**config.mk**
```make
export PLATFORM = sky130hd
export DESIGN_NAME = mem_bus_arbiter
export DESIGN_NICKNAME = d
export VERILOG_FILES = /design/src/rtl/mem_bus_arbiter_pkg.sv /design/src/rtl/mem_bus_arbiter_addr_decoder.sv /design/src/rtl/mem_bus_arbiter.sv
export SDC_FILE = /design/constraint.sdc
export NUM_CORES = 1
export LEC_CHECK = 0
export ABC_AREA = 1
export BUFFER_PORTS_ARGS = -buffer_cell sky130_fd_sc_hd__buf_2
export CAP_MARGIN = 20
export CORE_ASPECT_RATIO = 0.6
export CORE_UTILIZATION = 30
export DETAILED_ROUTE_END_ITERATION = 16
export PLACE_DENSITY_LB_ADDON = 0.1
export SYNTH_ARGS = -nofsm -noshare
export SYNTH_HDL_FRONTEND = slang
export SYNTH_SLANG_ARGS = --single-unit
```
**constraint.sdc**
```tcl
create_clock -name clock -period 4.8 [get_ports clock]
set_input_delay 0.72 -clock clock [delete_from_list [all_inputs] [get_ports clock]]
set_output_delay 0.72 -clock clock [all_outputs]
set_load 0.01 [all_outputs]
```
**src/rtl/mem_bus_arbiter_pkg.sv**
```systemverilog
// Shared address map, bus payload types and helpers for the memory bus arbiter.
package mem_bus_arbiter_pkg;

  localparam int unsigned ADDR_W  = 32;
  localparam int unsigned DATA_W  = 32;
  localparam int unsigned STRB_W  = 4;
  localparam int unsigned NUM_SLV = 4;

  localparam logic [ADDR_W-1:0] BRAM_BASE_ADDR  = 32'h0000_0000;
  localparam logic [ADDR_W-1:0] BRAM_TOP_ADDR   = 32'h0010_0000;
  localparam logic [ADDR_W-1:0] PRINT_BASE_ADDR = 32'h0100_0000;
  localparam logic [ADDR_W-1:0] PRINT_TOP_ADDR  = 32'h0100_0004;
  localparam logic [ADDR_W-1:0] CLINT_BASE_ADDR = 32'h0200_0000;
  localparam logic [ADDR_W-1:0] CLINT_TOP_ADDR  = 32'h0200_C000;
  localparam logic [ADDR_W-1:0] CLIC_BASE_ADDR  = 32'h0300_0000;
  localparam logic [ADDR_W-1:0] CLIC_TOP_ADDR   = 32'h0300_5000;

  typedef enum logic [1:0] {SLV_BRAM, SLV_PRINT, SLV_CLINT, SLV_CLIC} slv_idx_e;
  typedef enum logic [1:0] {ST_IDLE, ST_REQ, ST_RESP} arb_state_e;
  typedef enum logic {GNT_IMEM, GNT_DMEM} gnt_e;

  typedef struct packed {
    logic              valid;
    logic              instr;
    logic [ADDR_W-1:0] addr;
    logic [DATA_W-1:0] wdata;
    logic [STRB_W-1:0] wstrb;
  } mem_req_t;

  typedef struct packed {
    logic [DATA_W-1:0] rdata;
    logic              ready;
    logic              error;
  } mem_rsp_t;

  // Half-open unsigned region test: base <= addr < top.
  function automatic logic in_region(input logic [ADDR_W-1:0] addr,
                                     input logic [ADDR_W-1:0] base,
                                     input logic [ADDR_W-1:0] top);
    return (addr >= base) && (addr < top);
  endfunction

endpackage

```
**src/rtl/mem_bus_arbiter_addr_decoder.sv**
```systemverilog
// Combinational address decode into a one-hot slave select plus a miss flag.
module mem_bus_arbiter_addr_decoder
  import mem_bus_arbiter_pkg::*;
#(
  parameter logic [ADDR_W-1:0] bram_base_addr  = BRAM_BASE_ADDR,
  parameter logic [ADDR_W-1:0] bram_top_addr   = BRAM_TOP_ADDR,
  parameter logic [ADDR_W-1:0] print_base_addr = PRINT_BASE_ADDR,
  parameter logic [ADDR_W-1:0] print_top_addr  = PRINT_TOP_ADDR,
  parameter logic [ADDR_W-1:0] clint_base_addr = CLINT_BASE_ADDR,
  parameter logic [ADDR_W-1:0] clint_top_addr  = CLINT_TOP_ADDR,
  parameter logic [ADDR_W-1:0] clic_base_addr  = CLIC_BASE_ADDR,
  parameter logic [ADDR_W-1:0] clic_top_addr   = CLIC_TOP_ADDR
) (
  input  logic [ADDR_W-1:0]  addr,
  output logic [NUM_SLV-1:0] sel_c,
  output logic               miss_c
);

  // One bit per region; regions never overlap so at most one bit is set.
  always_comb begin
    sel_c            = '0;
    sel_c[SLV_BRAM]  = in_region(addr, bram_base_addr,  bram_top_addr);
    sel_c[SLV_PRINT] = in_region(addr, print_base_addr, print_top_addr);
    sel_c[SLV_CLINT] = in_region(addr, clint_base_addr, clint_top_addr);
    sel_c[SLV_CLIC]  = in_region(addr, clic_base_addr,  clic_top_addr);
    miss_c           = ~|sel_c;
  end

endmodule

```
**src/rtl/mem_bus_arbiter.sv**
```systemverilog
// Round-robin arbiter sharing one slave bus between the fetch and data ports.
module mem_bus_arbiter
  import mem_bus_arbiter_pkg::*;
#(
  parameter logic [ADDR_W-1:0] bram_base_addr  = BRAM_BASE_ADDR,
  parameter logic [ADDR_W-1:0] bram_top_addr   = BRAM_TOP_ADDR,
  parameter logic [ADDR_W-1:0] print_base_addr = PRINT_BASE_ADDR,
  parameter logic [ADDR_W-1:0] print_top_addr  = PRINT_TOP_ADDR,
  parameter logic [ADDR_W-1:0] clint_base_addr = CLINT_BASE_ADDR,
  parameter logic [ADDR_W-1:0] clint_top_addr  = CLINT_TOP_ADDR,
  parameter logic [ADDR_W-1:0] clic_base_addr  = CLIC_BASE_ADDR,
  parameter logic [ADDR_W-1:0] clic_top_addr   = CLIC_TOP_ADDR
) (
  input  logic                            clock,
  input  logic                            reset,
  input  logic                            imem_valid,
  input  logic [ADDR_W-1:0]               imem_addr,
  output logic [DATA_W-1:0]               imem_rdata,
  output logic                            imem_ready,
  output logic                            imem_error,
  input  logic                            dmem_valid,
  input  logic                            dmem_instr,
  input  logic [ADDR_W-1:0]               dmem_addr,
  input  logic [DATA_W-1:0]               dmem_wdata,
  input  logic [STRB_W-1:0]               dmem_wstrb,
  output logic [DATA_W-1:0]               dmem_rdata,
  output logic                            dmem_ready,
  output logic                            dmem_error,
  output logic                            bus_instr,
  output logic [ADDR_W-1:0]               bus_addr,
  output logic [DATA_W-1:0]               bus_wdata,
  output logic [STRB_W-1:0]               bus_wstrb,
  output logic [NUM_SLV-1:0]              bus_sel,
  input  logic [NUM_SLV-1:0][DATA_W-1:0]  slv_rdata,
  input  logic [NUM_SLV-1:0]              slv_ready
);

  arb_state_e          state_q, state_d;
  gnt_e                last_gnt_q, last_gnt_d;
  logic                bus_instr_q, bus_instr_d;
  logic [ADDR_W-1:0]   bus_addr_q, bus_addr_d;
  logic [DATA_W-1:0]   bus_wdata_q, bus_wdata_d;
  logic [STRB_W-1:0]   bus_wstrb_q, bus_wstrb_d;
  logic [NUM_SLV-1:0]  bus_sel_q, bus_sel_d;
  mem_rsp_t            imem_rsp_q, imem_rsp_d;
  mem_rsp_t            dmem_rsp_q, dmem_rsp_d;

  logic                win_dmem_c;
  mem_req_t            win_req_c;
  logic [NUM_SLV-1:0]  dec_sel_c;
  logic                dec_miss_c;
  logic [DATA_W-1:0]   sel_rdata_c;

  // Winner selection: on a tie, grant the master that was not granted last.
  always_comb begin
    win_dmem_c = dmem_valid & (~imem_valid | (last_gnt_q == GNT_IMEM));
    if (win_dmem_c) begin
      win_req_c = '{valid: 1'b1, instr: dmem_instr, addr: dmem_addr,
                    wdata: dmem_wdata, wstrb: dmem_wstrb};
    end else begin
      win_req_c = '{valid: imem_valid, instr: 1'b1, addr: imem_addr,
                    wdata: '0, wstrb: '0};
    end
  end

  mem_bus_arbiter_addr_decoder #(
    .bram_base_addr  (bram_base_addr),
    .bram_top_addr   (bram_top_addr),
    .print_base_addr (print_base_addr),
    .print_top_addr  (print_top_addr),
    .clint_base_addr (clint_base_addr),
    .clint_top_addr  (clint_top_addr),
    .clic_base_addr  (clic_base_addr),
    .clic_top_addr   (clic_top_addr)
  ) u_addr_decoder (
    .addr   (win_req_c.addr),
    .sel_c  (dec_sel_c),
    .miss_c (dec_miss_c)
  );

  // Read data from the currently selected slave only.
  always_comb begin
    sel_rdata_c = '0;
    for (int i = 0; i < NUM_SLV; i++) begin
      if (bus_sel_q[i]) sel_rdata_c = sel_rdata_c | slv_rdata[i];
    end
  end

  // Next-state and registered-output logic; responses default to a 1-cycle pulse.
  always_comb begin
    state_d     = state_q;
    last_gnt_d  = last_gnt_q;
    bus_instr_d = bus_instr_q;
    bus_addr_d  = bus_addr_q;
    bus_wdata_d = bus_wdata_q;
    bus_wstrb_d = bus_wstrb_q;
    bus_sel_d   = '0;
    imem_rsp_d  = '0;
    dmem_rsp_d  = '0;
    case (state_q)
      ST_IDLE: begin
        if (win_req_c.valid) begin
          last_gnt_d  = win_dmem_c ? GNT_DMEM : GNT_IMEM;
          bus_instr_d = win_req_c.instr;
          bus_addr_d  = win_req_c.addr;
          bus_wdata_d = win_req_c.wdata;
          bus_wstrb_d = win_req_c.wstrb;
          if (dec_miss_c) begin
            state_d = ST_RESP;
            if (win_dmem_c) dmem_rsp_d = '{rdata: '0, ready: 1'b1, error: 1'b1};
            else            imem_rsp_d = '{rdata: '0, ready: 1'b1, error: 1'b1};
          end else begin
            state_d   = ST_REQ;
            bus_sel_d = dec_sel_c;
          end
        end
      end
      ST_REQ: begin
        bus_sel_d = bus_sel_q;
        if (|(slv_ready & bus_sel_q)) begin
          state_d   = ST_RESP;
          bus_sel_d = '0;
          if (last_gnt_q == GNT_DMEM) dmem_rsp_d = '{rdata: sel_rdata_c, ready: 1'b1, error: 1'b0};
          else                        imem_rsp_d = '{rdata: sel_rdata_c, ready: 1'b1, error: 1'b0};
        end
      end
      ST_RESP: state_d = ST_IDLE;
      default: state_d = ST_IDLE;
    endcase
  end

  // State and output registers with synchronous reset.
  always_ff @(posedge clock) begin
    if (reset) begin
      state_q     <= ST_IDLE;
      last_gnt_q  <= GNT_IMEM;
      bus_instr_q <= 1'b0;
      bus_addr_q  <= '0;
      bus_wdata_q <= '0;
      bus_wstrb_q <= '0;
      bus_sel_q   <= '0;
      imem_rsp_q  <= '0;
      dmem_rsp_q  <= '0;
    end else begin
      state_q     <= state_d;
      last_gnt_q  <= last_gnt_d;
      bus_instr_q <= bus_instr_d;
      bus_addr_q  <= bus_addr_d;
      bus_wdata_q <= bus_wdata_d;
      bus_wstrb_q <= bus_wstrb_d;
      bus_sel_q   <= bus_sel_d;
      imem_rsp_q  <= imem_rsp_d;
      dmem_rsp_q  <= dmem_rsp_d;
    end
  end

  assign bus_instr  = bus_instr_q;
  assign bus_addr   = bus_addr_q;
  assign bus_wdata  = bus_wdata_q;
  assign bus_wstrb  = bus_wstrb_q;
  assign bus_sel    = bus_sel_q;
  assign imem_rdata = imem_rsp_q.rdata;
  assign imem_ready = imem_rsp_q.ready;
  assign imem_error = imem_rsp_q.error;
  assign dmem_rdata = dmem_rsp_q.rdata;
  assign dmem_ready = dmem_rsp_q.ready;
  assign dmem_error = dmem_rsp_q.error;

endmodule

```
; ---- After elaboration in Yosys (flattened, before gate mapping)
; Index checks and enable logic that the tools add are counted.
[totals]
input_bits = 237
output_inout_bits = 141
reg_bits = 144
wordCells = 67
[op_classes]
n_bitwise = 8
order_cmp = 8
n_reduce_logical = 9
muxes = 26
eq_ne = 3
[op_table]
columns = op, n
row1 = $mux W34, 4
row2 = $pmux W34 S2, 2
row3 = $mux W32, 4
row4 = $or A32 B32 Y32, 3
row5 = $mux W70, 1
row6 = $ge A32 B26 Y1 const B, 2
row7 = $lt A32 B26 Y1 const B, 2
row8 = $ge A32 B1 Y1 const B, 1
row9 = $ge A32 B25 Y1 const B, 1
row10 = $lt A32 B21 Y1 const B, 1
row11 = $lt A32 B25 Y1 const B, 1
row12 = $mux W2, 9
row13 = $mux W4, 3
row14 = $pmux W4 S2, 1
row15 = $reduce_or A4 Y1, 2
row16 = $and A4 B4 Y4, 1
row17 = $logic_and A1 B1 Y1, 4
row18 = $ne A2 B2 Y1 const B, 2
row19 = $pmux W2 S2, 1
row20 = $reduce_and A2 Y1, 2
row21 = $eq A2 B1 Y1 const B, 1
row22 = $logic_not A2 Y1, 1
row23 = $not A1 Y1, 2
row24 = $and A1 B1 Y1, 1
row25 = 2 further kinds, 2

; ---- Logic depth before layout (Yosys ltp)
; Gate-level depths: netlist (run 1).
[depth]
ltp_word = 10
depth_mapped = 15
ltp_nobuf = 13

; ---- Modules after synthesis
; From an unflattened synthesis (run 1), not the netlist that was laid out.
[hier_totals]
hier_cells = 924
hier_area_um2 = 6347.3
[by_module_without_submodules]
columns = module, seq_area_each_um2, n_inst, cells_each, area_each_um2
row1 = mem_bus_arbiter, 2882.8, 1, 877, 6130.9
row2 = mem_bus_arbiter_addr_decoder, 0.0, 1, 47, 216.5

; ---- Worst setup path after synthesis (run 1)
; OpenSTA, ideal clock, no wires.
[synth_timing]
kind = in2reg
from = in imem_valid
to = reg dmem_rsp_q, in the netlist dmem_ready
t_required_ns = 4.668
path_slack_ns = 2.843
arrival_ns = 1.825
setup_ns = 0.132
path_buffers = 1
stages = 13
cell_sequence = nand2_2 buf_2 nand3_1 nand2_1 nand2_1 nor2_1 nand2_1 nor2_1 nand2_1 nand2_1 nor2_4 nand2_1 a21oi_1
[synth_via]
elab_chain_len = 10
elab_cells_between_ends = 21
cone_classes = order compare: 8 / mux: 5 / bitwise: 3 / reduce/logical: 5
[synth_lines]
columns = item, line
row1 = from (decl), mem_bus_arbiter.sv:16  ; input logic imem_valid,
row2 = $not A1 Y1, mem_bus_arbiter.sv:56  ; win_dmem_c = dmem_valid & (~imem_valid | (last_gnt_q == GNT_IMEM));
row3 = $or A1 B1 Y1, mem_bus_arbiter.sv:56
row4 = $and A1 B1 Y1, mem_bus_arbiter.sv:56
row5 = $mux W70, mem_bus_arbiter.sv:57  ; if (win_dmem_c) begin
row6 = $ge A32 B1 Y1 (tied with other cells), mem_bus_arbiter_pkg.sv:40  ; return (addr >= base) && (addr < top);
row7 = $logic_and A1 B1 Y1, mem_bus_arbiter_pkg.sv:40
row8 = $reduce_or A4 Y1, mem_bus_arbiter_addr_decoder.sv:26  ; miss_c = ~|sel_c;
row9 = $mux W2, mem_bus_arbiter.sv:108  ; if (dec_miss_c) begin
row10 = $mux W2 (*), mem_bus_arbiter.sv:102  ; if (win_req_c.valid) begin
row11 = $pmux W34 S2 (*), mem_bus_arbiter.sv:100  ; case (state_q)
row12 = to (signal assigned), mem_bus_arbiter.sv:153  ; dmem_rsp_q <= dmem_rsp_d;
row13 = to (decl), mem_bus_arbiter.sv:46  ; mem_rsp_t dmem_rsp_q, dmem_rsp_d;
; Every way passes the cells marked *; elsewhere a longest branch is shown, timed or not.
; A chain may end at the register's enable or synchronous reset.

; ---- Worst setup path after layout (run 1)
[layout_timing]
from = reg last_gnt_q
to = reg dmem_rsp_q, in the netlist dmem_ready
[layout_via]
elab_chain_len = 10
elab_cells_between_ends = 23
cone_classes = order compare: 8 / mux: 7 / bitwise: 3 / reduce/logical: 5
[layout_lines]
columns = item, line
row1 = from (decl), mem_bus_arbiter.sv:39  ; gnt_e last_gnt_q, last_gnt_d;
row2 = from (signal assigned), mem_bus_arbiter.sv:146  ; last_gnt_q <= last_gnt_d;
row3 = $not A1 Y1, mem_bus_arbiter.sv:56
row4 = $or A1 B1 Y1, mem_bus_arbiter.sv:56
row5 = $and A1 B1 Y1, mem_bus_arbiter.sv:56
row6 = $mux W70, mem_bus_arbiter.sv:57
row7 = $ge A32 B1 Y1 (tied with other cells), mem_bus_arbiter_pkg.sv:40
row8 = $logic_and A1 B1 Y1, mem_bus_arbiter_pkg.sv:40
row9 = $reduce_or A4 Y1, mem_bus_arbiter_addr_decoder.sv:26
row10 = $mux W2, mem_bus_arbiter.sv:108
row11 = $mux W2, mem_bus_arbiter.sv:102
row12 = $pmux W34 S2 (*), mem_bus_arbiter.sv:100
; Marked as above.

==> flow_metrics.env, run 1 <==
export IMPL_dpl_cell_area_um2=7790
export IMPL_netlist_area_leader_share=0.499
export IMPL_cts_max_level=4
export IMPL_ff2ff_setup_slack_ps=1830
export IMPL_area_delta_synth_final_pct=44.8
export IMPL_max_clock_freq_mhz=337
export IMPL_syn_inst=730
export IMPL_path_cells="nand2_2 > nand2_1 > buf_4 > nand2_1 > nand2_1 > nand2_1 > nor2_1 > nand2_1 > nor2_1 > nand2_1 > nand2_1 > nor2_4 > nand2_1 > a21oi_1"
export IMPL_ys_seq_area_frac=0.499
export IMPL_cp_max_fo=32
export IMPL_drt_iter0_drc=325
export IMPL_clockPowerShare=0.439
export IMPL_final_nets=1318
export IMPL_synthTopCellsByArea="dfxtp_1 50%, nand2_1 11%, nor2_1 7.5%"
export IMPL_cts_made_buffers=17
export IMPL_power_frac_seq=0.437
export IMPL_synth_top_area_cell="dfxtp_1"
export IMPL_status="finished clean"
export IMPL_ys_ff_latch=144
export IMPL_dr_pass1_iters=6
export IMPL_use_met2=0.309
export IMPL_vias=6140
export IMPL_path_delay_family="simple AND/OR/NAND/NOR gates"
export IMPL_cts_setup_buffers=0
export IMPL_max_slew_worst_pin_slew_ps=785
export IMPL_cpMostUsedCell="nand2_1"
export IMPL_crit_path_end_kind="register"
export IMPL_ys_warn_count=0
export IMPL_port_buffer_count=377
export IMPL_ant_nets=0
export IMPL_swShare=0.266
export IMPL_powerDensity_nw_per_um2=348
export IMPL_die_x_um=181
export IMPL_fin_crit_ps=2970
export IMPL_final_cell_mix="377 x buf_2, 172 x nand2_1, 144 x dfxtp_1, 114 x nor2_1, 47 x a21oi_1"
export IMPL_layout_commonest_cell="buf_2"
export IMPL_grt_pass1_wl_mm=31.7
export IMPL_busiest_layer="met2"
export IMPL_slowest_stage="nand2_1"
export IMPL_post_route_period_util=0.618
export IMPL_wl_per_cell_um=16.1
export IMPL_path_clk_slew_ps=70
export IMPL_syn_nets=967
export IMPL_final_area_um2=8370
export IMPL_arrival_ps=3210
export IMPL_power_mw=2.91
export IMPL_grt_overflow=0
export IMPL_clock_sinks=144
export IMPL_crit_buf_inv=1
export IMPL_rsz0062_at_grt="false"
export IMPL_timing_final_max_slew_violations=0
export IMPL_start_kind="register"
export IMPL_hpwlAfterDp_mm=16.4
export IMPL_syn_avg_cell_area_um2=7.92
export IMPL_gp_congestion=0.818
export IMPL_grt_met1_usage=0.291
export IMPL_drc=0
export IMPL_drive_above_1_share=0.389
export IMPL_synth_area_um2=5780
export IMPL_min_path_type="register to register"
export IMPL_power_switching_uw=774
export IMPL_finalClockSkew_ps=12.8
export IMPL_clk_latency_ps=400
export IMPL_clock_path_buffers=2
export IMPL_viasPerCell=4.60
export IMPL_wirelength_mm=21.6
export IMPL_total_leakage_power_nw=4.20
export IMPL_clockRootBuffer="clkbuf_16"
export IMPL_ctsHoldBuffers=0
export IMPL_fin_setup_tns_ps=0
export IMPL_cts_resized=0
export IMPL_ios=378
export IMPL_required_ps=5040
export IMPL_maxCapViolCount=0
export IMPL_crit_path_max_incr_delay_ps=580
export IMPL_setup_viol=0
export IMPL_grt_max_degree=69
export IMPL_initial_utilization=0.313
export IMPL_rows=38
export IMPL_met3_usage=0.0689
export IMPL_synth_cell_types=24
export IMPL_cts_tree="built"
export IMPL_maxSlewHeadroom=0.477
export IMPL_antenna_found_initial=4
export IMPL_core_area_um2=18400
export IMPL_hold_viol_final=0
export IMPL_ir_drop_mv=0.209
export IMPL_dieHeight_um=110
export IMPL_pwr_share_comb=0.124
export IMPL_grt_usage=0.208
export IMPL_grt_pass1_vias=5566
export IMPL_crit_type="register to register"
export IMPL_die_area_um2=19800
export IMPL_intPower_mw=2.14
## sequential cells by signal (all words and copies together), names as in the netlist
| register | flops |
|---|---|
| bus_sel | 4 |
| imem_ready | 1 |
| last_gnt_q | 1 |
| bus_addr | 32 |
| bus_wstrb | 4 |
| imem_error | 1 |
| state_q | 2 |
| bus_wdata | 32 |
| imem_rdata | 32 |
| bus_instr | 1 |
| dmem_rdata | 32 |
| dmem_error | 1 |
| dmem_ready | 1 |
## worst paths after layout
kind         depth (start not counted)                    endpoint                        from
max reg2reg                         14       dmem_ready$_SDFF_PP0_     last_gnt_q$_SDFFE_PP0P_
min                                  2  bus_wdata[13]$_SDFFE_PP0P_  bus_wdata[13]$_SDFFE_PP0P_
min reg2reg                          2  bus_wdata[13]$_SDFFE_PP0P_  bus_wdata[13]$_SDFFE_PP0P_
max                                 14       dmem_ready$_SDFF_PP0_     last_gnt_q$_SDFFE_PP0P_
## routing by layer
| metal | part of all wire | vias up |
|---|---|---|
| li1 | - | 3152 |
| met1 | 0.47 | 2767 |
| met2 | 0.45 | 208 |
| met3 | 0.074 | 11 |
| met4 | 0.0066 | 2 |
| met5 | 0.00060 | - |
## power by group through the flow
stage	Sequential, mW	Clock (mW)	Combinational (mW)
2_1_floorplan	1.32	0	0.158
3_3_place_gp	1.30	0	0.365
3_5_place_dp	1.30	0	0.362
4_1_cts	1.27	1.32	0.363
5_1_grt	1.28	1.37	0.403
6_report	1.27	1.28	0.360
## synthesized netlist by cell type, drive strengths merged
| library cell | number |
|---|---|
| a2111o | 1 |
| nand3 | 14 |
| a221oi | 32 |
| nand4 | 1 |
| a22o | 34 |
| o21ai | 11 |
| nand3b | 25 |
| inv | 46 |
| nor3 | 3 |
| nor2 | 118 |
| a311oi | 2 |
| buf | 21 |
| a211oi | 22 |
| o22ai | 1 |
| clkbuf | 35 |
| dfxtp | 144 |
| a21oi | 47 |
| nand2 | 173 |
## cell type report
class / count / area (um2)
inverter: 46 / 173
antenna: 2 / 5.00
sequential: 144 / 2880
clock buffer: 19 / 443
fill: 1942 / 10100
tap: 240 / 300
clock inverter: 13 / 125
multi-input combinational: 484 / 2470
timing repair buffer: 388 / 1970
## stage by stage
step,std cells,hold WS [ps],util,setup WS [ps]
2_1_floorplan,730,478,-,2840
5_1_grt,1336,483,0.454,1530
6_report,1336,461,0.454,1830
4_1_cts,1334,460,0.453,1810
3_5_place_dp,1302,450,0.422,1460
3_3_place_gp,1302,446,0.422,1510
## logic make-up (layout without fill, tap and decap cells)
kind of cell	after synthesis	in the layout	share of synthesized area
and+or+nand+nor	334	334	0.239
AOI/OAI and AO/OA	150	150	0.186
DFF	144	144	0.499
buffers and inverters	102	466	0.0758
other	0	2	0
## worst register-to-register path, delay by kind of cell (launching register included)
family | cells | cell delay, ps
buf+inv | 1 | 370
compound gates | 1 | 70
simple gates | 12 | 1990
flops | 1 | 410
Power figures use the tool's default switching activity.
==> inputs of run 2 (changes only) <==
==> constraint.sdc (replaced) <==
create_clock -name clock -period 2.82 [get_ports clock]
set_input_delay 0.423 -clock clock [delete_from_list [all_inputs] [get_ports clock]]
set_output_delay 0.423 -clock clock [all_outputs]
set_load 0.01 [all_outputs]
==> flow_metrics.env, run 2 (synthesis gave the netlist of run 1 again) <==
export IMPL_ir_drop_mv=0.360
export IMPL_drt_iter0_drc=297
export IMPL_timing_final_max_slew_violations=0
export IMPL_worst_slack_ps=529
export IMPL_final_cell_mix="377 x buf_2, 172 x nand2_1, 144 x dfxtp_1, 114 x nor2_1, 47 x a21oi_1"
export IMPL_clk_latency_ps=420
export IMPL_clockRootBuffer="clkbuf_16"
export IMPL_total_leakage_power_nw=4.19
export IMPL_clock_path_buffers=2
export IMPL_hold_viol_final=0
export IMPL_rsz0062_at_grt="false"
export IMPL_cts_setup_buffers=0
export IMPL_drive_above_1_share=0.391
export IMPL_wirelength_mm=21.7
export IMPL_crit_path_end_kind="register"
export IMPL_wl_per_cell_um=16.2
export IMPL_r2r_end="bus_addr[31]$_SDFFE_PP0P_"
export IMPL_grt_overflow=0
export IMPL_crit_buf_inv=3
export IMPL_ant_nets=0
export IMPL_ctsHoldBuffers=0
export IMPL_status="finished clean"
export IMPL_powerDensity_nw_per_um2=581
export IMPL_path_clk_slew_ps=60
export IMPL_holdWs_ps=255
export IMPL_required_ps=3100
export IMPL_cts_resized=0
export IMPL_arrival_ps=2570
export IMPL_die_x_um=181
export IMPL_final_nets=1321
export IMPL_fill_cells=1922
export IMPL_viasPerCell=4.61
export IMPL_grt_pass1_wl_mm=31.7
export IMPL_path_depth=9
export IMPL_crit_path_max_incr_delay_ps=500
export IMPL_setup_viol=0
export IMPL_rows=38
export IMPL_vias=6168
export IMPL_r2r_start="last_gnt_q$_SDFFE_PP0P_"
export IMPL_dieHeight_um=110
export IMPL_finalClockSkew_ps=6.99
export IMPL_initial_utilization=0.313
export IMPL_gp_congestion=0.809
export IMPL_post_route_period_util=0.812
export IMPL_drc=0
export IMPL_area_delta_synth_final_pct=44.7
export IMPL_grt_usage=0.210
export IMPL_cts_max_level=4
export IMPL_path_cells="nand2_2 > nand2_1 > buf_4 > inv_2 > nor2_1 > nor2_4 > buf_4 > nor2_1 > a211oi_1"
export IMPL_ios=378
export IMPL_fin_setup_tns_ps=0
export IMPL_hpwlAfterDp_mm=16.5
export IMPL_pre_cts_slack_ps=334
export IMPL_die_area_um2=19800
export IMPL_start_kind="register"
export IMPL_grt_pass1_vias=5678
export IMPL_max_slew_worst_pin_slew_ps=784
export IMPL_maxCapViolCount=0
export IMPL_grt_max_degree=69
export IMPL_cts_made_buffers=17
export IMPL_path_delay_family="buffers and inverters"
export IMPL_fin_crit_ps=2290
export IMPL_cts_tree="built"
export IMPL_crit_type="register to register"
export IMPL_cp_max_fo=64
export IMPL_core_area_um2=18400
export IMPL_r2r_cells=9
export IMPL_clock_sinks=144
export IMPL_startpoint="last_gnt_q$_SDFFE_PP0P_"
export IMPL_layout_commonest_cell="buf_2"
export IMPL_port_buffer_count=377
export IMPL_antenna_found_initial=2
export IMPL_ff2ff_setup_slack_ps=530
export IMPL_min_path_type="input pin to register"
export IMPL_maxSlewHeadroom=0.477
export IMPL_dr_pass1_iters=6
export IMPL_slowest_stage="buf_4"
export IMPL_endpoint="bus_addr[31]$_SDFFE_PP0P_"
export IMPL_max_clock_freq_mhz=436
## run 2: cell count changes in the layout (fill, tap and decap cells not counted), sizes merged
cell / delta
buf: +3
bufinv: -1
clkbuf: +1
clkinv: +2
clkinvlp: +3
diode: -1
inv: -5
## run 2: how the worst min path moves through the flow
stage                                    start                    endpoint  slack (ps)  cells after the start
floorplan              state_q[0]$_SDFFE_PP0P_     state_q[1]$_SDFFE_PP0P_         480                      2
global placement    bus_wdata[21]$_SDFFE_PP0P_  bus_wdata[21]$_SDFFE_PP0P_         450                      2
detailed placement  bus_wdata[17]$_SDFFE_PP0P_  bus_wdata[17]$_SDFFE_PP0P_         450                      2
CTS                              dmem_wdata[5]   bus_wdata[5]$_SDFFE_PP0P_         240                      3
global route                     dmem_wstrb[0]   bus_wstrb[0]$_SDFFE_PP0P_         240                      3
finish                           dmem_wdata[5]   bus_wdata[5]$_SDFFE_PP0P_         260                      3
## run 2: metal layers
metal	GRT usage	up-vias	wire length (um)
met5	0	-	0
met4	0.0551	0	128
met3	0.0686	10	1620
met2	0.313	190	9600
met1	0.291	2815	10300
li1	-	3153	-
## run 2: metrics by stage
stage | cell area (um2) | util | instances | power [mW]
after floorplan | 5780 | - | 730 | 2.51
after global routing | 8360 | 0.453 | 1338 | 5.09
after global placement | 7820 | 0.424 | 1305 | 2.84
after CTS | 8360 | 0.453 | 1337 | 4.92
final | 8360 | 0.453 | 1338 | 4.86
after detailed placement | 7820 | 0.424 | 1305 | 2.84
## run 2: worst min-delay path, delay by kind of cell
kind / cells / cell delay (ps)
AND/OR/NAND/NOR: 1 / 50
buffers and inverters: 1 / 90
AO/OA/AOI/OAI: 1 / 50
## run 2: power breakdown
part	total (mW)	switching [mW]	internal, mW
Clock	2.07	0.900	1.17
Sequential	2.16	0.0428	2.12
Combinational	0.625	0.354	0.270
## run 2: layout make-up
cell class / count / area [um2] / share of cell area
Multi-Input combinational cell: 484 / 2470 / 0.295
Inverter: 46 / 173 / 0.0206
Timing Repair Buffer: 391 / 1990 / 0.238
Tap cell: 240 / 300 / 0.0359
Clock buffer: 20 / 457 / 0.0546
Clock inverter: 12 / 87.6 / 0.0105
Antenna cell: 1 / 2.50 / 0.000299
Sequential cell: 144 / 2880 / 0.345
